$ cat config.mk
export PLATFORM = sky130hd
export DESIGN_NAME = audio_mixer
export DESIGN_NICKNAME = d
export VERILOG_FILES = /design/src/rtl/audio_mixer.sv
export SDC_FILE = /design/constraint.sdc
export NUM_CORES = 1
export LEC_CHECK = 0
export ABC_AREA = 1
export CORE_MARGIN = 5
export CORE_UTILIZATION = 55
export CTS_CLUSTER_DIAMETER = 120
export DETAILED_ROUTE_END_ITERATION = 8
export GPL_ROUTABILITY_DRIVEN = 0
export GPL_TIMING_DRIVEN = 1
export HOLD_SLACK_MARGIN = 0.06
export PLACE_DENSITY = 0.88
export SKIP_CTS_REPAIR_TIMING = 1
export SYNTH_ARGS = -nofsm -noshare
export SYNTH_HDL_FRONTEND = slang
export SYNTH_SLANG_ARGS = --single-unit
$ cat constraint.sdc
create_clock -name clock -period 12.39 [get_ports clock]
set_input_delay 1.8585 -clock clock [delete_from_list [all_inputs] [get_ports clock]]
set_output_delay 1.8585 -clock clock [all_outputs]
set_load 0.02 [all_outputs]
$ cat src/rtl/audio_mixer.sv
// audio_mixer: time-multiplexed stereo mixer with per-channel volume/pan, saturating
// frame accumulation and a first-order 1-bit sigma-delta DAC per side.
module audio_mixer #(
    parameter int CHANNELS = 8,
    parameter int DW       = 8,
    parameter int VW       = 4
) (
    input  logic                   clock,
    input  logic                   reset,
    input  logic [CHANNELS*DW-1:0] ch,
    input  logic [CHANNELS*VW-1:0] vol,
    input  logic [CHANNELS*2-1:0]  pan,
    input  logic                   mute,
    output logic [DW-1:0]          sample_l,
    output logic [DW-1:0]          sample_r,
    output logic                   strobe,
    output logic [1:0]             audio
);
    localparam int SW = $clog2(CHANNELS);
    localparam int AW = DW + SW;
    localparam int PW = DW + VW + 1;
    localparam logic [AW-1:0] FULL = AW'((1 << DW) - 1);

    logic [SW-1:0] slot;
    logic [AW-1:0] acc_l, acc_r, sum_l, sum_r;
    logic [DW-1:0] cur, term;
    logic [VW-1:0] cur_vol;
    logic [1:0]    cur_pan;
    logic [PW-1:0] prod;
    logic [DW:0]   d_l, d_r;
    logic          last;

    always_comb begin
        cur     = ch[int'(slot)*DW +: DW];
        cur_vol = vol[int'(slot)*VW +: VW];
        cur_pan = pan[int'(slot)*2 +: 2];
        prod    = PW'(cur) * (PW'(cur_vol) + PW'(1));
        term    = DW'(prod >> VW);
        sum_l   = acc_l + (cur_pan[0] ? AW'(term) : '0);
        sum_r   = acc_r + (cur_pan[1] ? AW'(term) : '0);
        last    = slot == SW'(CHANNELS - 1);
    end

    // The last slot's term is folded in directly so the frame closes in one edge.
    always_ff @(posedge clock or posedge reset) begin
        if (reset) begin
            slot     <= '0;
            acc_l    <= '0;
            acc_r    <= '0;
            sample_l <= '0;
            sample_r <= '0;
            strobe   <= 1'b0;
            d_l      <= '0;
            d_r      <= '0;
        end else begin
            slot   <= last ? '0 : slot + SW'(1);
            strobe <= last;
            acc_l  <= last ? '0 : sum_l;
            acc_r  <= last ? '0 : sum_r;
            if (last) begin
                sample_l <= mute ? '0 : (sum_l > FULL ? '1 : sum_l[DW-1:0]);
                sample_r <= mute ? '0 : (sum_r > FULL ? '1 : sum_r[DW-1:0]);
            end
            d_l <= {1'b0, d_l[DW-1:0]} + {1'b0, sample_l};
            d_r <= {1'b0, d_r[DW-1:0]} + {1'b0, sample_r};
        end
    end

    assign audio = {d_r[DW], d_l[DW]};
endmodule
==> results.py, run 1 <==
metrics = {
    "route": {
        "vias": 5570,
        "firstDrtPassIters": 7,
        "wl_per_cell_um": 15.7,
        "drt_wl_total_um": 15800,
        "post-route-drc-count": 0,
        "drtAntennaViolNets": 0,
        "drt-vias-per-instance": 5.55,
        "drt_iter0_drc": 386,
    },
    "critical_path": {
        "critPathMaxStageDelay_ns": 0.55,
        "cp_max_fo": 7,
        "startpoint": "vol[24]",
        "crit_path_end": "sample_l[5]",
        "critPathBufInv": 5,
        "cp_top_family": "adder cells",
        "crit_required_ns": 12.62,
        "rrSetupSlack_ns": 5.09,
        "critPathSlowestCell": "fa_1",
        "crit_top_cell": "nand2_1",
        "r2r_start": "slot[1]",
        "rr_endpoint": "sample_l[5]",
        "path_class": "input pin to flip-flop",
        "arrival_ns": 8.28,
        "r2r_cells": 30,
        "cp-start-kind": "input pin",
        "end_kind": "flip-flop",
        "cp.depth": 32,
    },
    "sta": {
        "rsz0062_at_grt": "false",
        "worst_pin_slew_ns": 0.968,
        "setup-tns-final_ns": 0,
        "period_share": 0.650,
        "min_period_ns": 8.05,
        "setup_viol": 0,
        "finalClockSkew_ns": 0.0122,
        "final-max-slew-violation-count": 0,
        "max_slew_margin": 0.352,
        "fmax_ghz": 0.124,
        "finalHoldViolCount": 0,
    },
    "power_and_ir_drop": {
        "leakage_nw": 3.60,
        "p_seq_frac": 0.265,
        "internal-power_mw": 0.691,
        "clkPwrFrac": 0.150,
        "peakVddDrop_v": 0.000159,
        "comb_power_share": 0.585,
        "swShare": 0.438,
        "p_sw_mw": 0.538,
        "p_per_area_nw_per_um2": 175,
    },
    "synth": {
        "ys_ff_latch": 60,
        "ys_seq_area_frac": 0.275,
        "synth_warnings": 0,
        "netlist_instances": 747,
        "async_reset_ff_frac": 1.00,
        "synth_area_um2": 5470,
        "synth_cell_types": 38,
        "postSynthAreaPerCell_um2": 7.32,
        "synthFlopType": "dfrtp_1",
        "synth_edf_count": 0,
        "synth_nets": 935,
    },
    "global_route": {
        "grt-busiest-layer": "met2",
        "grt_max_degree": 61,
        "track_usage": 0.276,
        "grt_pass1_wl_um": 26300,
        "grt_antenna_before_repair": 0,
        "grt_util_met2": 0.474,
        "met1_usage": 0.345,
        "gr-total-overflow": 0,
        "grtUsageMet3": 0.0423,
        "grt_pass1_vias": 5552,
    },
    "job": {
        "cap_violations": 0,
    },
    "cells_and_area": {
        "drive_gt1_frac": 0.0402,
        "stdcell_count": 1004,
        "nNetsFinal": 1054,
        "syn_to_final_growth_pct": 28.4,
        "antennaDiodeCount": 0,
        "final_common_cell": "nand2_1",
        "final_cell_mix": "nand2_1, clkdlybuf4s50_1, nor2_1",
        "fillCellCount": 753,
    },
    "min_path": {
        "hold_path_class": "flip-flop to flip-flop",
    },
    "clock_tree": {
        "numCtsBuffers": 9,
        "numClockSinks": 60,
        "h-tree-depth": 3,
        "cts_tree": "done",
        "cts_max_path_buffers": 2,
        "clk_pin_slew_ns": 0.07,
        "root_buffer": "clkbuf_8",
        "clk_latency_ns": 0.35,
    },
    "placement": {
        "hpwl_um": 12200,
        "port_buffers": 133,
        "dp.cells": 988,
    },
    "floorplanning": {
        "die_w_um": 110,
        "start_util": 0.562,
        "die_h_um": 110,
        "fp.coreArea_um2": 9730,
        "rows": 36,
        "dieArea_um2": 12000,
        "io_pins": 134,
    },
    "status": {
        "status": "completed",
    },
}
synth_stat cells (5+ instances only):
library cell	count	area share
inv_2	5	0.0034
a21oi_1	35	0.032
clkbuf_1	10	0.0069
o22ai_1	11	0.013
dfrtp_1	60	0.27
fa_1	20	0.073
a32o_1	8	0.015
nor2_1	101	0.069
buf_4	10	0.014
a21o_1	5	0.0069
nand3_1	39	0.036
inv_1	77	0.053
nand2_1	195	0.13
o21ai_1	18	0.016
nand4_1	5	0.0057
ha_1	53	0.12
xor2_1	23	0.037
o21ai_0	25	0.023
buf_2	5	0.0046
xnor2_1	13	0.021
state kept, by name, indices dropped and copies added (netlist names):
signal,cells
sample_l,8
sample_r,8
acc_r,11
acc_l,11
d_l,9
slot,3
d_r,9
strobe,1
power by group through the flow:
stage               combinational, mW  sequential (mW)  clock [mW]
finish                          0.720            0.325       0.184
global route                    0.819            0.334       0.195
CTS                             0.718            0.326       0.186
detailed placement              0.701            0.326           0
global placement                0.666            0.323           0
floorplan                       0.474            0.344           0
routing by layer:
metal  part of all wire  wire length [um]  vias to the layer above
li1                   -                 -                     2648
met1               0.41              6460                     2628
met2               0.49              7770                      248
met3              0.062               970                       46
met4              0.036               563                        0
met5                  0                 0                        -
kinds of logic (layout without fill, tap and decap cells):
| logic type | Yosys count | after routing | synth area share |
|---|---|---|---|
| compound gates | 115 | 115 | 0.125 |
| xor+xnor | 37 | 37 | 0.0606 |
| simple gates | 352 | 352 | 0.259 |
| flops | 60 | 60 | 0.275 |
| fa+ha+maj | 73 | 73 | 0.194 |
| buf+inv | 110 | 234 | 0.0862 |
metrics by stage:
stage                     hold slack [ns]  cell area, um2  total power [mW]  utilization  worst slack, ns
after global routing                0.516            7020              1.35        0.722             3.76
after floorplan                     0.443            5470             0.817            -             5.27
final                               0.482            7020              1.23        0.722             4.34
after global placement              0.453            6820             0.990        0.701             4.34
after CTS                           0.486            7020              1.23        0.722             4.36
after detailed placement            0.469            6820              1.03        0.701             4.09
layout make-up:
class	instances	area, um2	area share
Tap cell	133	166	0.0237
Clock buffer	11	141	0.0201
Timing Repair Buffer	135	1350	0.192
Multi-Input combinational cell	577	3500	0.498
Sequential cell	60	1500	0.214
Clock inverter	5	61.3	0.00873
Inverter	83	312	0.0444
worst min path at each step:
stage | start | endpoint | slack [ns] | depth (start not counted)
global route | d_r[0] | d_r[0] | 0.52 | 1
CTS | d_l[0] | d_l[0] | 0.49 | 1
detailed placement | d_l[0] | d_l[0] | 0.47 | 1
floorplan | d_l[0] | d_l[0] | 0.44 | 1
finish | d_l[0] | d_l[0] | 0.48 | 1
global placement | d_r[0] | d_r[0] | 0.45 | 1
No activity file was read; power rests on OpenSTA's default activity.
==> run 2: changes to the inputs <==
--- a/config.mk
+++ b/config.mk
@@ -7,13 +7,13 @@
 export LEC_CHECK = 0
 export ABC_AREA = 1
 export CORE_MARGIN = 5
-export CORE_UTILIZATION = 55
+export CORE_UTILIZATION = 51
 export CTS_CLUSTER_DIAMETER = 120
 export DETAILED_ROUTE_END_ITERATION = 8
 export GPL_ROUTABILITY_DRIVEN = 0
 export GPL_TIMING_DRIVEN = 1
 export HOLD_SLACK_MARGIN = 0.06
-export PLACE_DENSITY = 0.88
+export PLACE_DENSITY = 0.82
 export SKIP_CTS_REPAIR_TIMING = 1
 export SYNTH_ARGS = -nofsm -noshare
 export SYNTH_HDL_FRONTEND = slang
==> constraint.sdc (replaced) <==
create_clock -name clock -period 7.47 [get_ports clock]
set_input_delay 1.1205 -clock clock [delete_from_list [all_inputs] [get_ports clock]]
set_output_delay 1.1205 -clock clock [all_outputs]
set_load 0.02 [all_outputs]
==> results.py, run 2 (same netlist as run 1, synthesis figures left out) <==
metrics = {
    "status": {
        "status": "completed",
    },
    "critical_path": {
        "path_class": "input pin to flip-flop",
        "critPathBufInv": 4,
        "r2r_start": "slot[2]",
        "rr_endpoint": "sample_l[5]",
        "crit_required_ns": 7.69,
        "cp-start-kind": "input pin",
        "arrival_ns": 7.37,
        "rrSetupSlack_ns": 0.64,
        "cp_top_family": "adder cells",
        "crit_top_cell": "nand2_1",
        "critPathSlowestCell": "fa_1",
        "end_kind": "flip-flop",
        "startpoint": "vol[26]",
        "cp_max_fo": 7,
        "critPathMaxStageDelay_ns": 0.55,
        "r2r_cells": 31,
    },
    "clock_tree": {
        "h-tree-depth": 3,
        "numClockSinks": 60,
        "cts_tree": "done",
        "clk_pin_slew_ns": 0.07,
        "cts_max_path_buffers": 2,
        "clk_latency_ns": 0.34,
        "root_buffer": "clkbuf_8",
        "numCtsBuffers": 9,
    },
    "route": {
        "vias": 5421,
        "drt-vias-per-instance": 5.33,
        "drtAntennaViolNets": 0,
        "firstDrtPassIters": 5,
        "drt_wl_total_um": 15700,
        "drt_iter0_drc": 458,
        "post-route-drc-count": 0,
        "wl_per_cell_um": 15.4,
    },
    "sta": {
        "max_slew_margin": 0.348,
        "min_period_ns": 7.15,
        "fin_ws_ns": 0.325,
        "finalClockSkew_ns": 0.0107,
        "finalHoldViolCount": 0,
        "period_share": 0.956,
        "fmax_ghz": 0.140,
        "setup_viol": 0,
        "final-max-slew-violation-count": 0,
        "setup-tns-final_ns": 0,
        "worst_pin_slew_ns": 0.975,
        "hold_ws_ns": 0.471,
    },
    "power_and_ir_drop": {
        "power_mw": 2.03,
        "peakVddDrop_v": 0.000301,
        "leakage_nw": 3.65,
        "p_per_area_nw_per_um2": 283,
    },
    "cells_and_area": {
        "drive_gt1_frac": 0.0590,
        "final_common_cell": "nand2_1",
        "stdcell_count": 1017,
        "final_cell_mix": "nand2_1, clkdlybuf4s50_1, nor2_1",
        "final_util": 0.690,
        "final_area_um2": 7160,
        "fillCellCount": 803,
        "reg_top3": "acc_l: 11 flops, acc_r: 11 flops",
        "antennaDiodeCount": 0,
        "nNetsFinal": 1064,
        "syn_to_final_growth_pct": 30.9,
    },
    "floorplanning": {
        "die_w_um": 114,
        "dieArea_um2": 12900,
        "die_h_um": 114,
        "io_pins": 134,
        "start_util": 0.527,
        "fp.coreArea_um2": 10400,
        "rows": 37,
    },
    "placement": {
        "hpwl_um": 12200,
        "dp.cells": 995,
        "port_buffers": 133,
        "dpl-instance-area_um2": 6860,
        "pre_cts_slack_ns": -0.123,
    },
    "global_route": {
        "grt_pass1_wl_um": 26000,
        "gr-total-overflow": 0,
        "grt_max_degree": 61,
        "track_usage": 0.245,
        "grt_pass1_vias": 5541,
        "grt_antenna_before_repair": 0,
    },
    "min_path": {
        "holdPathEnd": "d_l[0]",
        "holdCritStartpoint": "d_l[0]",
        "hold_path_class": "flip-flop to flip-flop",
        "holdPathStages": 1,
    },
    "job": {
        "cap_violations": 0,
    },
}
[run 2: layout make-up]
type                    instances  area [um2]  share of cell area
clock buffers                  10         128              0.0178
clock inverters                 6        63.8             0.00891
inverters                      83         312              0.0435
multi-input cells             577        3560               0.498
flip-flops and latches         60        1500               0.210
well taps                     136         170              0.0238
repair buffers                145        1420               0.199
[run 2: how the worst max path moves through the flow]
stage             endpoint  slack (ns)  cells after the start
6_report       sample_l[5]        0.32                     34
3_3_place_gp   sample_l[1]        0.18                     36
3_5_place_dp   sample_l[4]       -0.12                     36
5_1_grt        sample_l[5]       -0.02                     38
2_1_floorplan  sample_l[0]        1.09                     36
4_1_cts        sample_l[4]        0.15                     36
[run 2: per-layer routing]
layer,vias up,track usage,share of wire
met3,40,0.0340,0.053
met2,204,0.433,0.50
met5,-,0,0
li1,2663,-,-
met1,2514,0.307,0.41
met4,0,0.0817,0.029
[run 2: worst reg2reg max path: cells and delay by family, from the launching register on]
kind | cells | cell delay (ns)
adders and majority gates | 6 | 2.47
and+or+nand+nor | 15 | 1.83
DFF | 1 | 0.66
buffers and inverters | 4 | 0.59
AOI/OAI and AO/OA | 4 | 0.69
xor gates and xnor gates | 2 | 0.49
[run 2: power breakdown]
part	switching (mW)	leakage [nW]	internal, mW
Clock	0.136	0.0927	0.154
Combinational	0.674	2.80	0.527
Sequential	0.0740	0.756	0.462
Total	0.884	3.65	1.14
==> run 3: changes to the inputs <==
--- a/config.mk
+++ b/config.mk
@@ -6,7 +6,7 @@
 export NUM_CORES = 1
 export LEC_CHECK = 0
 export ABC_AREA = 1
-export CORE_MARGIN = 5
+export CORE_MARGIN = 8
 export CORE_UTILIZATION = 51
 export CTS_CLUSTER_DIAMETER = 120
 export DETAILED_ROUTE_END_ITERATION = 8
@@ -18,3 +18,4 @@
 export SYNTH_ARGS = -nofsm -noshare
 export SYNTH_HDL_FRONTEND = slang
 export SYNTH_SLANG_ARGS = --single-unit
+export TNS_END_PERCENT = 1
==> results.py, run 3 (same netlist as run 1, synthesis figures left out) <==
metrics = {
    "cells_and_area": {
        "drive_gt1_frac": 0.0591,
        "reg_top3": "acc_l: 11 flops, acc_r: 11 flops",
        "syn_to_final_growth_pct": 31.5,
        "final_cell_mix": "nand2_1, clkdlybuf4s50_1, nor2_1",
        "nNetsFinal": 1063,
        "final_common_cell": "nand2_1",
        "fillCellCount": 892,
        "stdcell_count": 1020,
        "final_area_um2": 7190,
        "antennaDiodeCount": 0,
    },
    "power_and_ir_drop": {
        "power_mw": 2.05,
        "p_seq_frac": 0.262,
        "p_sw_mw": 0.875,
        "internal-power_mw": 1.18,
        "p_per_area_nw_per_um2": 286,
        "peakVddDrop_v": 0.000269,
        "clkPwrFrac": 0.161,
        "swShare": 0.426,
        "leakage_nw": 3.66,
        "comb_power_share": 0.577,
    },
    "floorplanning": {
        "dieArea_um2": 14300,
        "start_util": 0.514,
        "io_pins": 134,
        "die_w_um": 120,
        "fp.coreArea_um2": 10700,
        "die_h_um": 120,
        "rows": 38,
    },
    "global_route": {
        "grt_antenna_before_repair": 0,
        "grt_pass1_vias": 5284,
        "grt_pass1_wl_um": 25900,
        "gr-total-overflow": 0,
        "grt_max_degree": 61,
        "track_usage": 0.218,
    },
    "clock_tree": {
        "numCtsBuffers": 9,
        "root_buffer": "clkbuf_8",
        "clk_pin_slew_ns": 0.07,
        "clk_latency_ns": 0.34,
        "h-tree-depth": 3,
        "cts_tree": "done",
        "cts_max_path_buffers": 2,
        "numClockSinks": 60,
    },
    "critical_path": {
        "cp-start-kind": "input pin",
        "crit_top_cell": "nand2_1",
        "crit_required_ns": 7.69,
        "path_class": "input pin to flip-flop",
        "end_kind": "flip-flop",
        "arrival_ns": 7.32,
        "critPathSlowestCell": "fa_1",
        "critPathMaxStageDelay_ns": 0.55,
        "cp_max_fo": 7,
    },
    "route": {
        "wl_met3_um": 667,
        "wl_met2_um": 7760,
        "wl_met1_um": 6720,
        "drt_iter0_drc": 306,
        "post-route-drc-count": 0,
        "top_layer": "met4",
        "wl_per_cell_um": 15.1,
        "drt-vias-per-instance": 5.24,
        "drtAntennaViolNets": 0,
        "drt_wl_total_um": 15400,
        "vias": 5344,
        "firstDrtPassIters": 7,
    },
    "sta": {
        "min_period_ns": 7.10,
        "fin_ws_ns": 0.369,
        "fmax_ghz": 0.141,
        "finalHoldViolCount": 0,
        "finalClockSkew_ns": 0.0135,
        "setup_viol": 0,
        "worst_pin_slew_ns": 0.936,
        "period_share": 0.951,
        "max_slew_margin": 0.374,
        "setup-tns-final_ns": 0,
        "final-max-slew-violation-count": 0,
        "rsz0062_at_grt": "true",
    },
    "min_path": {
        "hold_path_class": "flip-flop to flip-flop",
    },
    "placement": {
        "pre_cts_slack_ns": 0.0592,
        "dp.cells": 1002,
        "dpl-instance-area_um2": 6880,
        "hpwl_um": 12100,
        "port_buffers": 133,
    },
    "status": {
        "status": "completed",
    },
    "job": {
        "cap_violations": 0,
    },
}
## run 3: cell type report
type / instances / area, um2 / area share
Multi-Input combinational cell: 577 / 3560 / 0.496
Sequential cell: 60 / 1500 / 0.209
Timing Repair Buffer: 144 / 1410 / 0.197
Inverter: 83 / 312 / 0.0433
Tap cell: 140 / 175 / 0.0244
Clock buffer: 10 / 138 / 0.0191
Clock inverter: 6 / 87.6 / 0.0122
## run 3: routing by layer
| metal | global-route usage | up-vias |
|---|---|---|
| met2 | 0.387 | 142 |
| li1 | - | 2665 |
| met3 | 0.0296 | 24 |
| met4 | 0.0632 | 0 |
| met5 | 0 | - |
| met1 | 0.271 | 2513 |
## run 3: path summary, 6_finish.rpt
check	start	endpoint	slack (ns)	cells after the start
worst max register to register	slot[2]	sample_l[4]	0.67	33
worst max-delay path	vol[9]	sample_l[4]	0.37	35
min in group asynchronous	reset	d_r[2]	1.31	3
worst min register to register	d_l[0]	d_l[0]	0.47	1
worst min-delay path	d_l[0]	d_l[0]	0.47	1
max in group asynchronous	reset	d_l[6]	5.67	3
## run 3: power groups by stage
stage                     Clock, mW  Sequential (mW)  Combinational [mW]
after detailed placement          0            0.540                1.17
after floorplan                   0            0.570               0.786
final                         0.331            0.538                1.19
after global routing          0.347            0.552                1.34
after global placement            0            0.538                1.12
after CTS                     0.332            0.537                1.18
## run 3: through the flow
step	utilization	hold slack, ns
after floorplan	-	0.443
after global placement	0.646	0.453
after detailed placement	0.646	0.461
after CTS	0.667	0.476
after global routing	0.675	0.479
final	0.675	0.472
## run 3: critical path, delay by kind of cell
family          cells  cell delay, ns
fa+ha+maj           6            2.46
simple gates       17            1.66
buf+inv             4            0.58
compound gates      6            0.97
xor+xnor            2            0.50
